===== src/rtl/vga_sync_gen_if.sv =====
// VGA timing bundle: pixel-advance enable in,
// sync, position and frame/line strobes out.
interface vga_sync_gen_if;
   logic       en;
   logic       hsync;
   logic       vsync;
   logic       video_on;
   logic [9:0] x;
   logic [9:0] y;
   logic       frame_start;
   logic       line_end;

   modport master (
      input  en,
      output hsync,
      output vsync,
      output video_on,
      output x,
      output y,
      output frame_start,
      output line_end
   );

   modport slave (
      output en,
      input  hsync,
      input  vsync,
      input  video_on,
      input  x,
      input  y,
      input  frame_start,
      input  line_end
   );
endinterface


===== src/rtl/vga_sync_gen.sv =====
// VGA raster timing generator: h/v counters with
// all outputs registered from the same counter pair.
module vga_sync_gen #(
   parameter int H_ACTIVE = 640,
   parameter int H_FP     = 16,
   parameter int H_SYNC   = 96,
   parameter int H_BP     = 48,
   parameter int V_ACTIVE = 480,
   parameter int V_FP     = 10,
   parameter int V_SYNC   = 2,
   parameter int V_BP     = 33
) (
   input logic            clk,
   input logic            reset,
   vga_sync_gen_if.master vga
);
   localparam int H_TOTAL = H_ACTIVE + H_FP + H_SYNC + H_BP;
   localparam int V_TOTAL = V_ACTIVE + V_FP + V_SYNC + V_BP;

   localparam logic [9:0] H_LAST = 10'(H_TOTAL - 1);
   localparam logic [9:0] V_LAST = 10'(V_TOTAL - 1);
   localparam logic [9:0] H_VIS  = 10'(H_ACTIVE);
   localparam logic [9:0] V_VIS  = 10'(V_ACTIVE);
   localparam logic [9:0] HS_BEG = 10'(H_ACTIVE + H_FP);
   localparam logic [9:0] HS_END = 10'(H_ACTIVE + H_FP + H_SYNC);
   localparam logic [9:0] VS_BEG = 10'(V_ACTIVE + V_FP);
   localparam logic [9:0] VS_END = 10'(V_ACTIVE + V_FP + V_SYNC);

   logic [9:0] h_cnt;
   logic [9:0] v_cnt;
   logic [9:0] h_nxt;
   logic [9:0] v_nxt;
   logic       h_wrap;
   logic       v_wrap;

   logic [9:0] x_q;
   logic [9:0] y_q;
   logic       hsync_q;
   logic       vsync_q;
   logic       video_q;
   logic       fs_q;
   logic       le_q;

   // >= rather than == so a corrupted count still wraps
   assign h_wrap = (h_cnt >= H_LAST);
   assign v_wrap = (v_cnt >= V_LAST);

   always_comb begin
      h_nxt = h_cnt + 10'd1;
      v_nxt = v_cnt;
      if (h_wrap) begin
         h_nxt = '0;
         v_nxt = v_wrap ? '0 : v_cnt + 10'd1;
      end
   end

   always_ff @(posedge clk or negedge reset) begin
      if (!reset) begin
         h_cnt   <= '0;
         v_cnt   <= '0;
         x_q     <= '0;
         y_q     <= '0;
         hsync_q <= 1'b1;
         vsync_q <= 1'b1;
         video_q <= 1'b0;
         fs_q    <= 1'b0;
         le_q    <= 1'b0;
      end else if (vga.en) begin
         h_cnt   <= h_nxt;
         v_cnt   <= v_nxt;
         x_q     <= h_cnt;
         y_q     <= v_cnt;
         video_q <= (h_cnt < H_VIS) && (v_cnt < V_VIS);
         hsync_q <= !((h_cnt >= HS_BEG) && (h_cnt < HS_END));
         vsync_q <= !((v_cnt >= VS_BEG) && (v_cnt < VS_END));
         fs_q    <= (h_cnt == '0) && (v_cnt == '0);
         le_q    <= (h_cnt == H_LAST);
      end
   end

   assign vga.x           = x_q;
   assign vga.y           = y_q;
   assign vga.hsync       = hsync_q;
   assign vga.vsync       = vsync_q;
   assign vga.video_on    = video_q;
   assign vga.frame_start = fs_q;
   assign vga.line_end    = le_q;
endmodule


===== src/flat_wrapper.sv =====
// flat-port wrapper written by rule: the top's interface ports become plain ports
module vga_sync_gen_flat 
#(
   parameter int H_ACTIVE = 640,
   parameter int H_FP     = 16,
   parameter int H_SYNC   = 96,
   parameter int H_BP     = 48,
   parameter int V_ACTIVE = 480,
   parameter int V_FP     = 10,
   parameter int V_SYNC   = 2,
   parameter int V_BP     = 33
)
  (clk, reset, vga_en, vga_hsync, vga_vsync, vga_video_on, vga_x, vga_y, vga_frame_start, vga_line_end);
  vga_sync_gen_if vga_i ();
  input logic clk;
  input logic reset;
  input wire logic [$bits(vga_i.en)-1:0] vga_en;
  output wire logic [$bits(vga_i.hsync)-1:0] vga_hsync;
  output wire logic [$bits(vga_i.vsync)-1:0] vga_vsync;
  output wire logic [$bits(vga_i.video_on)-1:0] vga_video_on;
  output wire logic [$bits(vga_i.x)-1:0] vga_x;
  output wire logic [$bits(vga_i.y)-1:0] vga_y;
  output wire logic [$bits(vga_i.frame_start)-1:0] vga_frame_start;
  output wire logic [$bits(vga_i.line_end)-1:0] vga_line_end;
  assign vga_i.en = vga_en;
  assign vga_hsync = vga_i.hsync;
  assign vga_vsync = vga_i.vsync;
  assign vga_video_on = vga_i.video_on;
  assign vga_x = vga_i.x;
  assign vga_y = vga_i.y;
  assign vga_frame_start = vga_i.frame_start;
  assign vga_line_end = vga_i.line_end;
  vga_sync_gen #(.H_ACTIVE(H_ACTIVE), .H_FP(H_FP), .H_SYNC(H_SYNC), .H_BP(H_BP), .V_ACTIVE(V_ACTIVE), .V_FP(V_FP), .V_SYNC(V_SYNC), .V_BP(V_BP)) u_core (.clk(clk), .reset(reset), .vga(vga_i));
endmodule

===== config.mk =====
export PLATFORM = sky130hd
export DESIGN_NAME = vga_sync_gen_flat
export DESIGN_NICKNAME = d
export VERILOG_FILES = /design/src/rtl/vga_sync_gen_if.sv /design/src/rtl/vga_sync_gen.sv /design/src/flat_wrapper.sv
export SDC_FILE = /design/constraint.sdc
export NUM_CORES = 1
export LEC_CHECK = 0
export ABC_CLOCK_PERIOD_IN_PS = 1600
export CORE_UTILIZATION = 45
export DETAILED_ROUTE_END_ITERATION = 16
export GPL_TIMING_DRIVEN = 0
export PLACE_DENSITY = 0.7
export SETUP_SLACK_MARGIN = 0.5
export SLEW_MARGIN = 20
export SYNTH_ARGS = -nofsm -noshare
export SYNTH_HDL_FRONTEND = slang
export SYNTH_SLANG_ARGS = --single-unit

===== constraint.sdc =====
create_clock -name clk -period 1.6 [get_ports clk]
set_input_delay 0.16 -clock clk [delete_from_list [all_inputs] [get_ports clk]]
set_output_delay 0.16 -clock clk [all_outputs]
set_load 0.1 [all_outputs]

Yosys cells after proc, flatten, opt, wreduce, memory -nomap -nowiden
Cells that the tools add are included.

operators by class
  $add $sub $neg = 2
  equal/unequal tests = 1
  $lt $le $gt $ge = 8
  multiplexer cells = 2
  reduce and logical (&&, ||, !) cells = 9

operators by type and width
  operator                                               count
  >= comparator 10 bit (second input constant)           3
  adder 10 x 1 -> 10 bit (second input constant)         2
  logical NOT 10 bit                                     2
  < comparator 10 bit (second input constant)            2
  < comparator 10 x 9 -> 1 bit (second input constant)   2
  2-to-1 mux 10 bit                                      2
  equality test 10 bit (second input constant)           1
  >= comparator 10 x 9 -> 1 bit (second input constant)  1
  logical AND 1 bit                                      4
  logical NOT 1 bit                                      2
  AND reduction 2 bit                                    1

word-level totals
  bits of input ports = 3
  logic and storage cells = 31
  register bits = 45
  output and inout bits = 25

Longest topological paths before layout
  word-level depth = 3
  gate-level depth with buffers = 5

Worst setup path before layout
Ideal clock, no wire load.

  path kind = register -> register
  start point = register u_core.h_cnt[0]
  end point = register u_core.v_cnt[6]
  period minus slack after synthesis = 1.724 ns
  slack = -0.124 ns
  data arrival time = 1.602 ns
  cell stages (with the launch flop) = 6
  cell sequence = dfrtp_1 -> ha_1 -> nand4_1 -> a21oi_1 -> o21ai_0 -> a22o_2

between the ends
  word-level cells in the longest chain between the ends = 2

RTL lines
  what                                  line                source
  start: declaration                    vga_sync_gen.sv:29  logic [9:0] h_cnt;
  start signal: assignment              vga_sync_gen.sv:69  h_cnt <= h_nxt;
  >= comparator 10 bit                  vga_sync_gen.sv:45  assign h_wrap = (h_cnt >= H_LAST);
  AND reduction 2 bit (no source line)  n/a
  end signal: assignment                vga_sync_gen.sv:70  v_cnt <= v_nxt;
  end: declaration                      vga_sync_gen.sv:30  logic [9:0] v_cnt;

No other way between the ends.
A chain may end at the register's enable or synchronous reset.

Final worst setup path
  start point = register u_core.v_cnt[8]
  end point = register u_core.v_cnt[0]

between the ends
  word-level cells in the longest chain between the ends = 2

RTL lines
  what                  line                source
  >= comparator 10 bit  vga_sync_gen.sv:46  assign v_wrap = (v_cnt >= V_LAST);
  2-to-1 mux 10 bit     vga_sync_gen.sv:53  v_nxt = v_wrap ? '0 : v_cnt + 10'd1;

No other way between the ends.

==> qor.yml <==
cts_buffer_depth: 2
p_leak_nw: 1.36
die_w_um: 71.1
ys_warn_count: 0
setup_tns_ps: -717
maxCapViolations: 0
gp_congestion: 0.810
dr.pass1.iters: 11
clk_latency_ps: 290
grt_util_met1: 0.313
drt_iter0_markers: 163
grt_pass1_vias: 1811
synth-edff-count: 0
drtAntennaViolNets: 0
clock-sinks: 45
fmax_ghz: 0.585
run_status: "complete, but fails checks"
cp-start-kind: "flop"
yosysSeqAreaShare: 0.526
failed_checks: "design-rule violations, negative setup slack"
ctsRootBufferMaster: "clkbuf_8"
worstSetupPathType: "flop to flop"
vdd_drop_max_mv: 0.633
num_antenna_cells: 0
finalCriticalPeriod_ps: 1710
relSlewSlack: 0.642
end_kind: "flop"
wire_per_inst_um: 17.3
grt_usage: 0.236
power_density_mw_per_mm2: 1250
synth_cell_types: 43
synthCells: 196
grt_use_met3: 0.0513
die_area_mm2: 0.00505
synthToLayoutAreaGrowth_pct: 47.1
fin_ws_ps: -110
finish.utilization: 0.706
finalWirelength_um: 5310
core_mm2: 0.00447
hold_violations: 0
io_buffers: 26
num_vias: 1802
rsz0062_at_grt: "true"
timing.final.crit_share: 1.07
slew_viol_final: 0
synthFlopType: "dfrtp_1"
h-tree-depth: 2
drive_gt1_frac: 0.592
initial_utilization: 0.480
synth_seq_cells: 45
drc: 1
tightest_slew_ps: 537
worstPathCellList: "or4_4 > o31a_4 > nor2_4 > mux2_4"
layout_common_cells: "38 x buf_6, 24 x dfrtp_2, 19 x dfrtp_1, 18 x mux2_2, 13 x buf_4"
fin_skew_ps: 4.59
crit_arrival_ps: 1950
use_met2: 0.374
nets: 261
overflow: 0
clkTransAtPathRegs_ps: 80
dpl.hpwl_um: 3040
die_y_um: 71.1
tritoncts: "built"
viasPerCell: 5.87
synth_fp_nets: 203
cp.required_ps: 1840
ios: 28
critPathSlowestCell: "or4_4"
worstHoldPathType: "input port to async pin"
avgSynthCellArea_um2: 11.0
cp_top_family: "simple AND/OR/NAND/NOR gates"
grt_max_degree: 30
setup_viol: 8
row_count: 24
ys_async_sr_fraction: 1.00
crit_fanout: 7
slowest_delay_ps: 570
grt_pass1_wl_um: 8960
grt_antenna_before_repair: 0
numCtsBuffers: 5
critPathBufInv: 0
grt_busiest_layer: "met2"
final_common_cell: "buf_6"
syn_area_mm2: 0.00215
==> power by group <==
| group | internal, W | total (W) | switching, W |
|---|---|---|---|
| logic | 0.000730 | 0.00186 | 0.00113 |
| clock network | 0.000352 | 0.000715 | 0.000362 |
| registers | 0.00129 | 0.00136 | 0.0000794 |
==> Yosys cell counts (all sizes together), types with 2 or more instances <==
| library cell | n | area share |
|---|---|---|
| nand4 | 6 | 0.017 |
| ha | 4 | 0.023 |
| dfstp | 2 | 0.024 |
| nor2 | 11 | 0.023 |
| xnor2 | 3 | 0.012 |
| buf | 5 | 0.010 |
| nor4 | 5 | 0.017 |
| o311ai | 2 | 0.0082 |
| nand2 | 14 | 0.024 |
| nor2b | 2 | 0.0058 |
| dfrtp | 43 | 0.50 |
| o21ai | 13 | 0.032 |
| clkbuf | 7 | 0.012 |
| a22o | 6 | 0.025 |
| or3 | 4 | 0.012 |
| a21o | 2 | 0.0076 |
| nand3 | 9 | 0.021 |
| inv | 7 | 0.012 |
| a21oi | 4 | 0.0093 |
| nor3 | 11 | 0.026 |
| and2 | 2 | 0.0064 |
| mux2 | 20 | 0.10 |
==> worst paths after layout <==
| path | from | to | slack (ps) | cells past startpoint |
|---|---|---|---|---|
| worst max-delay path | u_core.v_cnt[8]$_DFFE_PN0P_ | u_core.v_cnt[0]$_DFFE_PN0P_ | -110 | 4 |
| worst min-delay path | reset | u_core.h_cnt[9]$_DFFE_PN0P_ | 320 | 2 |
| worst max register to register | u_core.v_cnt[8]$_DFFE_PN0P_ | u_core.v_cnt[0]$_DFFE_PN0P_ | -110 | 4 |
| worst min register to register | u_core.vga.line_end$_DFFE_PN0P_ | u_core.vga.line_end$_DFFE_PN0P_ | 500 | 1 |
| max in group asynchronous | reset | u_core.vga.vsync$_DFFE_PN1P_ | 710 | 3 |
| min in group clk | vga_en | u_core.vga.x[9]$_DFFE_PN0P_ | 430 | 2 |
==> state kept, by name (all words and copies together), names as in the netlist <==
signal,flops
u_core.h_cnt,10
u_core.v_cnt,10
u_core.vga.frame_start,1
u_core.vga.hsync,1
u_core.vga.line_end,1
u_core.vga.video_on,1
u_core.vga.vsync,1
u_core.vga.x,10
u_core.vga.y,10
==> repair_timing <==
item,in CTS,in global routing
hold buffers,1,0
endpoints found under the hold margin,15,0
endpoints found under the setup margin,50,29
resized for setup,226,19
cloned,1,0
pin swaps,21,11
buffers inserted,18,4
==> cell families after synthesis <==
group / share of synthesized area
AO/OA/AOI/OAI: 0.125
buffers and inverters: 0.0350
XOR/XNOR: 0.0122
flip-flops: 0.526
AND/OR/NAND/NOR: 0.170
multiplexers: 0.110
adder cells (fa/ha/maj): 0.0233
==> metal layers <==
metal | up-vias | share of wire
met2 | 62 | 0.49
li1 | 836 | -
met5 | - | 0
met4 | 0 | 0.031
met3 | 14 | 0.047
met1 | 890 | 0.44
==> area by class of cell <==
class | instances | area [um^2]
multi-input cells | 133 | 1170
fillers | 307 | 1320
flip-flops and latches | 45 | 1160
well taps | 52 | 65.1
inverters | 7 | 26.3
clock buffers | 8 | 90.1
plain buffers | 12 | 97.6
repair buffers | 50 | 548
==> worst register-to-register path: stages (launching register included) <==
cell and delay [ps]:
dfrtp_1 400, or4_4 570, o31a_4 340, nor2_4 170, mux2_4 170
==> per-stage QoR <==
step | hold WS (ps) | setup slack (ps) | std cells | instance area, um^2 | total power [W]
4_1_cts | 340 | -90.5 | 303 | 3060 | 0.00380
2_1_floorplan | -136 | -18.1 | 196 | 2230 | 0.00236
6_report | 323 | -110 | 307 | 3160 | 0.00394
3_5_place_dp | 120 | -289 | 275 | 2570 | 0.00264
3_3_place_gp | 469 | -1040 | 274 | 2550 | 0.00262
5_1_grt | 356 | -173 | 307 | 3160 | 0.00410
(Power assumes the default switching activity.)
